**src/rtl/lattice_bank_scheduler.sv**
```systemverilog
// -----------------------------------------------------------------------------
// lattice_bank_scheduler
//
// Shares the 9-bank D2Q9 lattice BRAM array between the compute-engine
// write-back port and a frame readout that streams all DEPTH cells over
// AXI-Stream. Owns the (registered) bank address, write enable and write data.
// A 2-entry output buffer absorbs the 1-cycle BRAM read latency so the stream
// sustains one beat per cycle and never drops data under backpressure.
//
// Ports:
//   m00_axis_aclk / m00_axis_aresetn : clock, asynchronous active-low reset
//   frame_ready                      : single-cycle request to stream a frame
//   wr_valid / wr_ready              : write-back handshake (ready only in IDLE)
//   wr_addr / wr_data                : write cell index and 9-lane data
//   bram_addr / bram_we / bram_wdata : registered shared bank controls
//   bram_rdata                       : bank read data, valid the cycle after issue
//   m00_axis_t*                      : AXI-Stream master (tstrb all ones)
//   busy                             : readout in progress
//   frame_done                       : one-cycle pulse after the last beat
//
// Build option: define LBS_FRAME_QUEUE_EN to remember one frame request that
// arrives during a readout and start it immediately after the current frame.
// -----------------------------------------------------------------------------
`timescale 1ns/1ps
module lattice_bank_scheduler #(
    parameter int DATA_WIDTH    = 16,
    parameter int LANES         = 9,
    parameter int DEPTH         = 2500,
    parameter int ADDRESS_WIDTH = 12
) (
    input  logic                            m00_axis_aclk,
    input  logic                            m00_axis_aresetn,
    input  logic                            frame_ready,
    input  logic                            wr_valid,
    output logic                            wr_ready,
    input  logic [ADDRESS_WIDTH-1:0]        wr_addr,
    input  logic [LANES*DATA_WIDTH-1:0]     wr_data,
    output logic [ADDRESS_WIDTH-1:0]        bram_addr,
    output logic                            bram_we,
    output logic [LANES*DATA_WIDTH-1:0]     bram_wdata,
    input  logic [LANES*DATA_WIDTH-1:0]     bram_rdata,
    output logic                            m00_axis_tvalid,
    input  logic                            m00_axis_tready,
    output logic [LANES*DATA_WIDTH-1:0]     m00_axis_tdata,
    output logic [LANES*DATA_WIDTH/8-1:0]   m00_axis_tstrb,
    output logic                            m00_axis_tlast,
    output logic                            busy,
    output logic                            frame_done
);
    localparam int W = LANES * DATA_WIDTH;
    localparam logic [ADDRESS_WIDTH-1:0] LAST_ADDR = ADDRESS_WIDTH'(DEPTH - 1);

    typedef enum logic [1:0] {
        ST_IDLE  = 2'd0,
        ST_READ  = 2'd1,
        ST_DRAIN = 2'd2
    } state_t;

    state_t                   state_q, state_d;
    logic [ADDRESS_WIDTH-1:0] cnt_q, cnt_d;
    logic                     inflight_q, inflight_d;
    logic                     inflight_last_q, inflight_last_d;
    logic [ADDRESS_WIDTH-1:0] bram_addr_q, bram_addr_d;
    logic                     bram_we_q, bram_we_d;
    logic [W-1:0]             bram_wdata_q, bram_wdata_d;
    logic                     busy_q, busy_d;
    logic                     frame_done_q, frame_done_d;
`ifdef LBS_FRAME_QUEUE_EN
    logic                     pending_q, pending_d;
`endif

    // Output buffer: two slots, pointer pair plus occupancy count.
    logic [W-1:0]             buf_data_q [2];
    logic                     buf_last_q [2];
    logic                     wr_ptr_q, rd_ptr_q;
    logic [1:0]               count_q;

    logic                     push_s, pop_s, issue_ok_s, wr_ready_s;
    logic [2:0]               occ_s;

    // Data returning from the bank always lands in the buffer; room is
    // reserved at issue time so a push can never find the buffer full.
    assign push_s     = inflight_q;
    assign pop_s      = (count_q != 2'd0) && m00_axis_tready;
    assign occ_s      = {1'b0, count_q} + {2'b00, inflight_q} - {2'b00, pop_s};
    assign issue_ok_s = (occ_s < 3'd2);

    // Next-state, bank control and readout sequencing.
    always_comb begin
        state_d         = state_q;
        cnt_d           = cnt_q;
        inflight_d      = 1'b0;
        inflight_last_d = 1'b0;
        bram_addr_d     = bram_addr_q;
        bram_we_d       = 1'b0;
        bram_wdata_d    = bram_wdata_q;
        busy_d          = busy_q;
        frame_done_d    = 1'b0;
        wr_ready_s      = 1'b0;
`ifdef LBS_FRAME_QUEUE_EN
        pending_d       = pending_q;
`endif
        case (state_q)
            ST_IDLE: begin
                // A frame request takes priority; the write stalls that cycle.
                wr_ready_s = !frame_ready;
                if (frame_ready) begin
                    state_d = ST_READ;
                    cnt_d   = '0;
                    busy_d  = 1'b1;
                end else if (wr_valid) begin
                    bram_we_d    = 1'b1;
                    bram_addr_d  = wr_addr;
                    bram_wdata_d = wr_data;
                end else begin
                    bram_we_d = 1'b0;
                end
            end
            ST_READ: begin
`ifdef LBS_FRAME_QUEUE_EN
                if (frame_ready) pending_d = 1'b1;
                else             pending_d = pending_q;
`endif
                if (issue_ok_s) begin
                    bram_addr_d     = cnt_q;
                    cnt_d           = cnt_q + ADDRESS_WIDTH'(1);
                    inflight_d      = 1'b1;
                    inflight_last_d = (cnt_q == LAST_ADDR);
                    if (cnt_q == LAST_ADDR) state_d = ST_DRAIN;
                    else                    state_d = ST_READ;
                end else begin
                    state_d = ST_READ;
                end
            end
            ST_DRAIN: begin
                if (pop_s && buf_last_q[rd_ptr_q]) begin
                    frame_done_d = 1'b1;
`ifdef LBS_FRAME_QUEUE_EN
                    if (pending_q || frame_ready) begin
                        state_d   = ST_READ;
                        cnt_d     = '0;
                        busy_d    = 1'b1;
                        pending_d = 1'b0;
                    end else begin
                        state_d = ST_IDLE;
                        busy_d  = 1'b0;
                    end
`else
                    state_d = ST_IDLE;
                    busy_d  = 1'b0;
`endif
                end else begin
`ifdef LBS_FRAME_QUEUE_EN
                    if (frame_ready) pending_d = 1'b1;
                    else             pending_d = pending_q;
`endif
                    state_d = ST_DRAIN;
                end
            end
            default: begin
                state_d = ST_IDLE;
                busy_d  = 1'b0;
            end
        endcase
    end

    // Control state registers.
    always_ff @(posedge m00_axis_aclk or negedge m00_axis_aresetn) begin
        if (!m00_axis_aresetn) begin
            state_q         <= ST_IDLE;
            cnt_q           <= '0;
            inflight_q      <= 1'b0;
            inflight_last_q <= 1'b0;
            bram_addr_q     <= '0;
            bram_we_q       <= 1'b0;
            bram_wdata_q    <= '0;
            busy_q          <= 1'b0;
            frame_done_q    <= 1'b0;
`ifdef LBS_FRAME_QUEUE_EN
            pending_q       <= 1'b0;
`endif
        end else begin
            state_q         <= state_d;
            cnt_q           <= cnt_d;
            inflight_q      <= inflight_d;
            inflight_last_q <= inflight_last_d;
            bram_addr_q     <= bram_addr_d;
            bram_we_q       <= bram_we_d;
            bram_wdata_q    <= bram_wdata_d;
            busy_q          <= busy_d;
            frame_done_q    <= frame_done_d;
`ifdef LBS_FRAME_QUEUE_EN
            pending_q       <= pending_d;
`endif
        end
    end

    // Output buffer storage and pointers.
    always_ff @(posedge m00_axis_aclk or negedge m00_axis_aresetn) begin
        if (!m00_axis_aresetn) begin
            for (int i = 0; i < 2; i++) begin
                buf_data_q[i] <= '0;
                buf_last_q[i] <= 1'b0;
            end
            wr_ptr_q <= 1'b0;
            rd_ptr_q <= 1'b0;
            count_q  <= 2'd0;
        end else begin
            if (push_s) begin
                buf_data_q[wr_ptr_q] <= bram_rdata;
                buf_last_q[wr_ptr_q] <= inflight_last_q;
                wr_ptr_q             <= ~wr_ptr_q;
            end
            if (pop_s) begin
                rd_ptr_q <= ~rd_ptr_q;
            end
            count_q <= count_q + {1'b0, push_s} - {1'b0, pop_s};
        end
    end

    assign wr_ready        = wr_ready_s;
    assign bram_addr       = bram_addr_q;
    assign bram_we         = bram_we_q;
    assign bram_wdata      = bram_wdata_q;
    assign m00_axis_tvalid = (count_q != 2'd0);
    assign m00_axis_tdata  = buf_data_q[rd_ptr_q];
    assign m00_axis_tlast  = (count_q != 2'd0) && buf_last_q[rd_ptr_q];
    assign m00_axis_tstrb  = {(W/8){1'b1}};
    assign busy            = busy_q;
    assign frame_done      = frame_done_q;

    lattice_bank_scheduler_chk u_chk (
        .clk_i    (m00_axis_aclk),
        .rst_ni   (m00_axis_aresetn),
        .count_i  (count_q),
        .push_i   (push_s),
        .pop_i    (pop_s)
    );
endmodule

// Buffer safety properties kept apart from the datapath.
module lattice_bank_scheduler_chk (
    input logic       clk_i,
    input logic       rst_ni,
    input logic [1:0] count_i,
    input logic       push_i,
    input logic       pop_i
);
    a_no_overflow: assert property (@(posedge clk_i) disable iff (!rst_ni)
        !(count_i == 2'd2 && push_i && !pop_i));
    a_count_range: assert property (@(posedge clk_i) disable iff (!rst_ni)
        count_i != 2'd3);
endmodule

```
**config.mk**
```make
export PLATFORM = sky130hd
export DESIGN_NAME = lattice_bank_scheduler
export DESIGN_NICKNAME = d
export VERILOG_FILES = /design/src/rtl/lattice_bank_scheduler.sv
export SDC_FILE = /design/constraint.sdc
export NUM_CORES = 1
export LEC_CHECK = 0
export ABC_AREA = 1
export CAP_MARGIN = 20
export CORE_MARGIN = 4
export CORE_UTILIZATION = 30
export CTS_CLUSTER_SIZE = 28
export DETAILED_ROUTE_END_ITERATION = 7
export MAX_ROUTING_LAYER = met4
export SLEW_MARGIN = 20
export SYNTH_ARGS = -nofsm -noshare
export SYNTH_HDL_FRONTEND = slang
export SYNTH_SLANG_ARGS = --single-unit
```
**constraint.sdc**
```tcl
create_clock -name m00_axis_aclk -period 2.22 [get_ports m00_axis_aclk]
set_input_delay 0.222 -clock m00_axis_aclk [delete_from_list [all_inputs] [get_ports m00_axis_aclk]]
set_output_delay 0.222 -clock m00_axis_aclk [all_outputs]
set_load 0.1 [all_outputs]
```
==> reports/qor.csv <==
stage,metric,value,unit
run_status,status,finished with violations,
run_status,violated checks,setup timing,
timing,Max Fclk,0.4168,GHz
die,Initial Util,30.46,%
timing,final hold vios,0,
synth,Synth top area share,59.45,%
setup_path,Crit Path Max Fanout,6,
grt,gr usage total,20.51,%
die,core area,64810,um2
setup_path,Setup crit end kind,flop,
synth,Synth area leader,dfrtp_1,
clocking,htree depth,2,
final_layout,area grow syn2layout,59.25,%
setup_path,RR Endpoint,bram_addr[10],
worst_hold_path,Hold Startpoint,wr_data[112],
synth,syn_area_per_cell,8.191,um2
synth,synthesized cell area,19740,um2
drt,DRT Wirelength,71770,um
timing,worst hold slack,0.1649,ns
grt,total grt overflow,0,
synth,post-synthesis register bit count,469,
drt,Vias/cell,4.452,
die,cell row count,93,
setup_path,Worst R2R Path Depth,12,
timing,Slew Limit Fails,0,
synth,leading cell types by total area after synthesis,"dfrtp_1 (59%), nand2_1 (23%), o21ai_0 (7.9%)",
grt,largest net degree at the start of global routing,93,
setup_path,R2R setup slack,-0.18,ns
drt,Routed WL per cell,18.20,um
place,DPL Wire Length,49460,um
worst_hold_path,worst hold stages,3,
clocking,clock latency on the worst-skew pair,0.58,ns
drt,1st-pass router iterations,5,
clocking,CTS tree,built,
grt,first-pass GRT wire length,108800,um
die,die area,69970,um2
timing,Final period util,108.1,%
worst_hold_path,Hold Path End,bram_wdata[112],
synth,Unique masters post-synth,28,
timing,RSZ-0062 raised after global routing,yes,
setup_path,CP required,2.72,ns
timing,Clock Skew,0.01933,ns
drt,1st-iter DRT viols,1056,
synth,synth warn,0,
clocking,clock root buffer,clkbuf_16,
grt,initial antenna violation count,11,
synth,Post-Synthesis Cells,2410,
clocking,clock sink total,469,
final_layout,layout cells sized above 1,21.31,%
run,Max Cap Viol,0,
setup_path,reg-to-reg startpoint,count_q[0],
clocking,CTS Buf Count,54,
clocking,Worst-path clk slew,0.06,ns
worst_hold_path,HP Class,in -> reg,
timing,Worst-Margin Slew,0.5688,ns
timing,post-route setup slack,-0.1793,ns
die,Die H,264.5,um
grt,vias in the first global route,17820,
drt,drt drc,0,
timing,minimum clock period,2.399,ns
final_layout,# nets final,3347,
setup_path,"Arr. time, crit path",2.90,ns
place,RD Place Congestion,0.9369,
place,IO buf count,610,
setup_path,CP startpoint kind,flop,
final_layout,final core occ,48.50,%
setup_path,CP Class,reg -> reg,
synth,post-synthesis sequential area ratio,59.45,%
timing,Final Setup Violations,28,
clocking,clock buffer depth,3,
timing,Slew headroom,62.08,%
drt,routed vias,17550,
drt,post-route ant nets,0,
die,I/O pin total,629,
die,Horiz. Die Dim,264.5,um
## through the flow
stage	instance area (um2)	cells	setup TNS [ns]	setup WS, ns
finish	31440	3943	-3.191	-0.1793
global route	31440	3943	-6.956	-0.3055
CTS	30910	3931	-3.444	-0.1823
detailed placement	28070	3794	-10.68	-0.4303
global placement	28070	3794	-8.260	-0.3624
floorplan	19890	2427	-1.774	-0.1133
## cells in the mapped netlist
master and number:
or2_2 2, nand3_2 1, nand3_1 14, nand2_1 1216
fa_1 1, inv_1 176, nand2_2 1, conb_1 1
nand4_1 12, inv_2 3, xor2_1 1, o211ai_1 1
o21ai_1 1, clkbuf_1 64, ha_1 3, nor2_4 1
o21ai_0 311, buf_4 25, nor2_2 1, dfrtp_1 469
nand3b_1 1, nor2_1 25, nor4_1 1, a21oi_1 13
nor3_1 4, buf_1 5, buf_6 2, buf_2 55
## placed cells by master (no fill, tap or decap), types with 2 or more instances in the layout
cell type and instances:
a21oi_1 2, a21oi_2 10, buf_12 173, buf_16 12, buf_4 202, buf_6 3, buf_8 4, bufinv_16 9
clkbuf_1 11, clkbuf_16 59, clkbuf_8 13, clkdlybuf4s50_1 303, clkinv_2 5, conb_1 18, dfrtp_1 468, diode_2 10
ha_1 2, inv_1 173, inv_2 3, inv_6 3, inv_8 2, nand2_1 1092, nand2_2 85, nand2_4 39
nand2_8 4, nand3_1 12, nand3_4 2, nand4_1 12, nor2_1 12, nor2_2 5, nor2_4 10, nor3_1 4
o21ai_0 304, o21ai_1 5, o21ai_2 2, or2_4 2
## registers in the layout (all words and copies together), names as in the netlist
| name | cells |
|---|---|
| bram_wdata | 144 |
| rd_ptr_q | 1 |
| busy | 1 |
| state_q | 2 |
| bram_we | 1 |
| buf_data_q | 288 |
| inflight_last_q | 1 |
| count_q | 2 |
| frame_done | 1 |
| cnt_q | 12 |
| wr_ptr_q | 1 |
| inflight_q | 1 |
| buf_last_q | 2 |
| bram_addr | 12 |
## worst max-delay path by stage
stage / startpoint / endpoint / slack [ns] / cells past startpoint
2_1_floorplan: count_q[1] / cnt_q[7] / -0.11 / 12
3_3_place_gp: m00_axis_tready / cnt_q[5] / -0.36 / 13
3_5_place_dp: m00_axis_tready / cnt_q[1] / -0.43 / 13
4_1_cts: count_q[1] / bram_addr[10] / -0.18 / 12
5_1_grt: count_q[0] / state_q[0] / -0.31 / 13
6_report: count_q[0] / bram_addr[10] / -0.18 / 12
## kinds of logic after synthesis
group / count (synthesis) / synth area share [%]
compound gates: 326 / 8.278
xor+xnor: 1 / 0.04438
fa+ha+maj: 4 / 0.2916
buf+inv: 330 / 7.175
flops: 469 / 59.45
other cells: 1 / 0.01900
simple gates: 1279 / 24.74
## per-layer routing
| metal | GRT usage, % | share of wire (%) |
|---|---|---|
| met1 | 24.20 | 40 |
| met2 | 35.22 | 51 |
| met3 | 5.188 | 7.0 |
| met4 | 5.140 | 2.5 |
| met5 | - | 0 |
## layout make-up
class / count / area [um2]
Tap cell: 855 / 1070
Timing Repair inverter: 1 / 11.26
Clock inverter: 17 / 324.1
Inverter: 179 / 705.7
Timing Repair Buffer: 702 / 8547
Sequential cell: 469 / 11740
Clock buffer: 79 / 1597
Fill cell: 6048 / 33380
Antenna cell: 10 / 25.02
Multi-Input combinational cell: 1631 / 7417
## worst max-delay path, cell delays in order (launching register included)
cell     delay (ns)
dfrtp_1        0.38
nor2_2         0.15
nor2_2         0.06
ha_1           0.26
inv_1          0.06
ha_2           0.17
fa_2           0.47
a21oi_4        0.17
nand3_4        0.14
buf_12         0.19
nand2_8        0.12
nor2_4         0.04
a21oi_2        0.10
## timing repair
| item | in CTS | in global routing |
|---|---|---|
| hold buffers | 1 | 0 |
| gates cloned | 14 | 4 |
| pin swaps | 4 | 38 |
| buffers inserted | 26 | 3 |
| setup endpoints to repair | 166 | 124 |
| resized for setup | 119 | 118 |
| hold endpoints to repair | 68 | 0 |
Power is left out: the tool's default activity adds up to more than one toggle a clock period on the data nets, which glitch-free logic cannot reach.
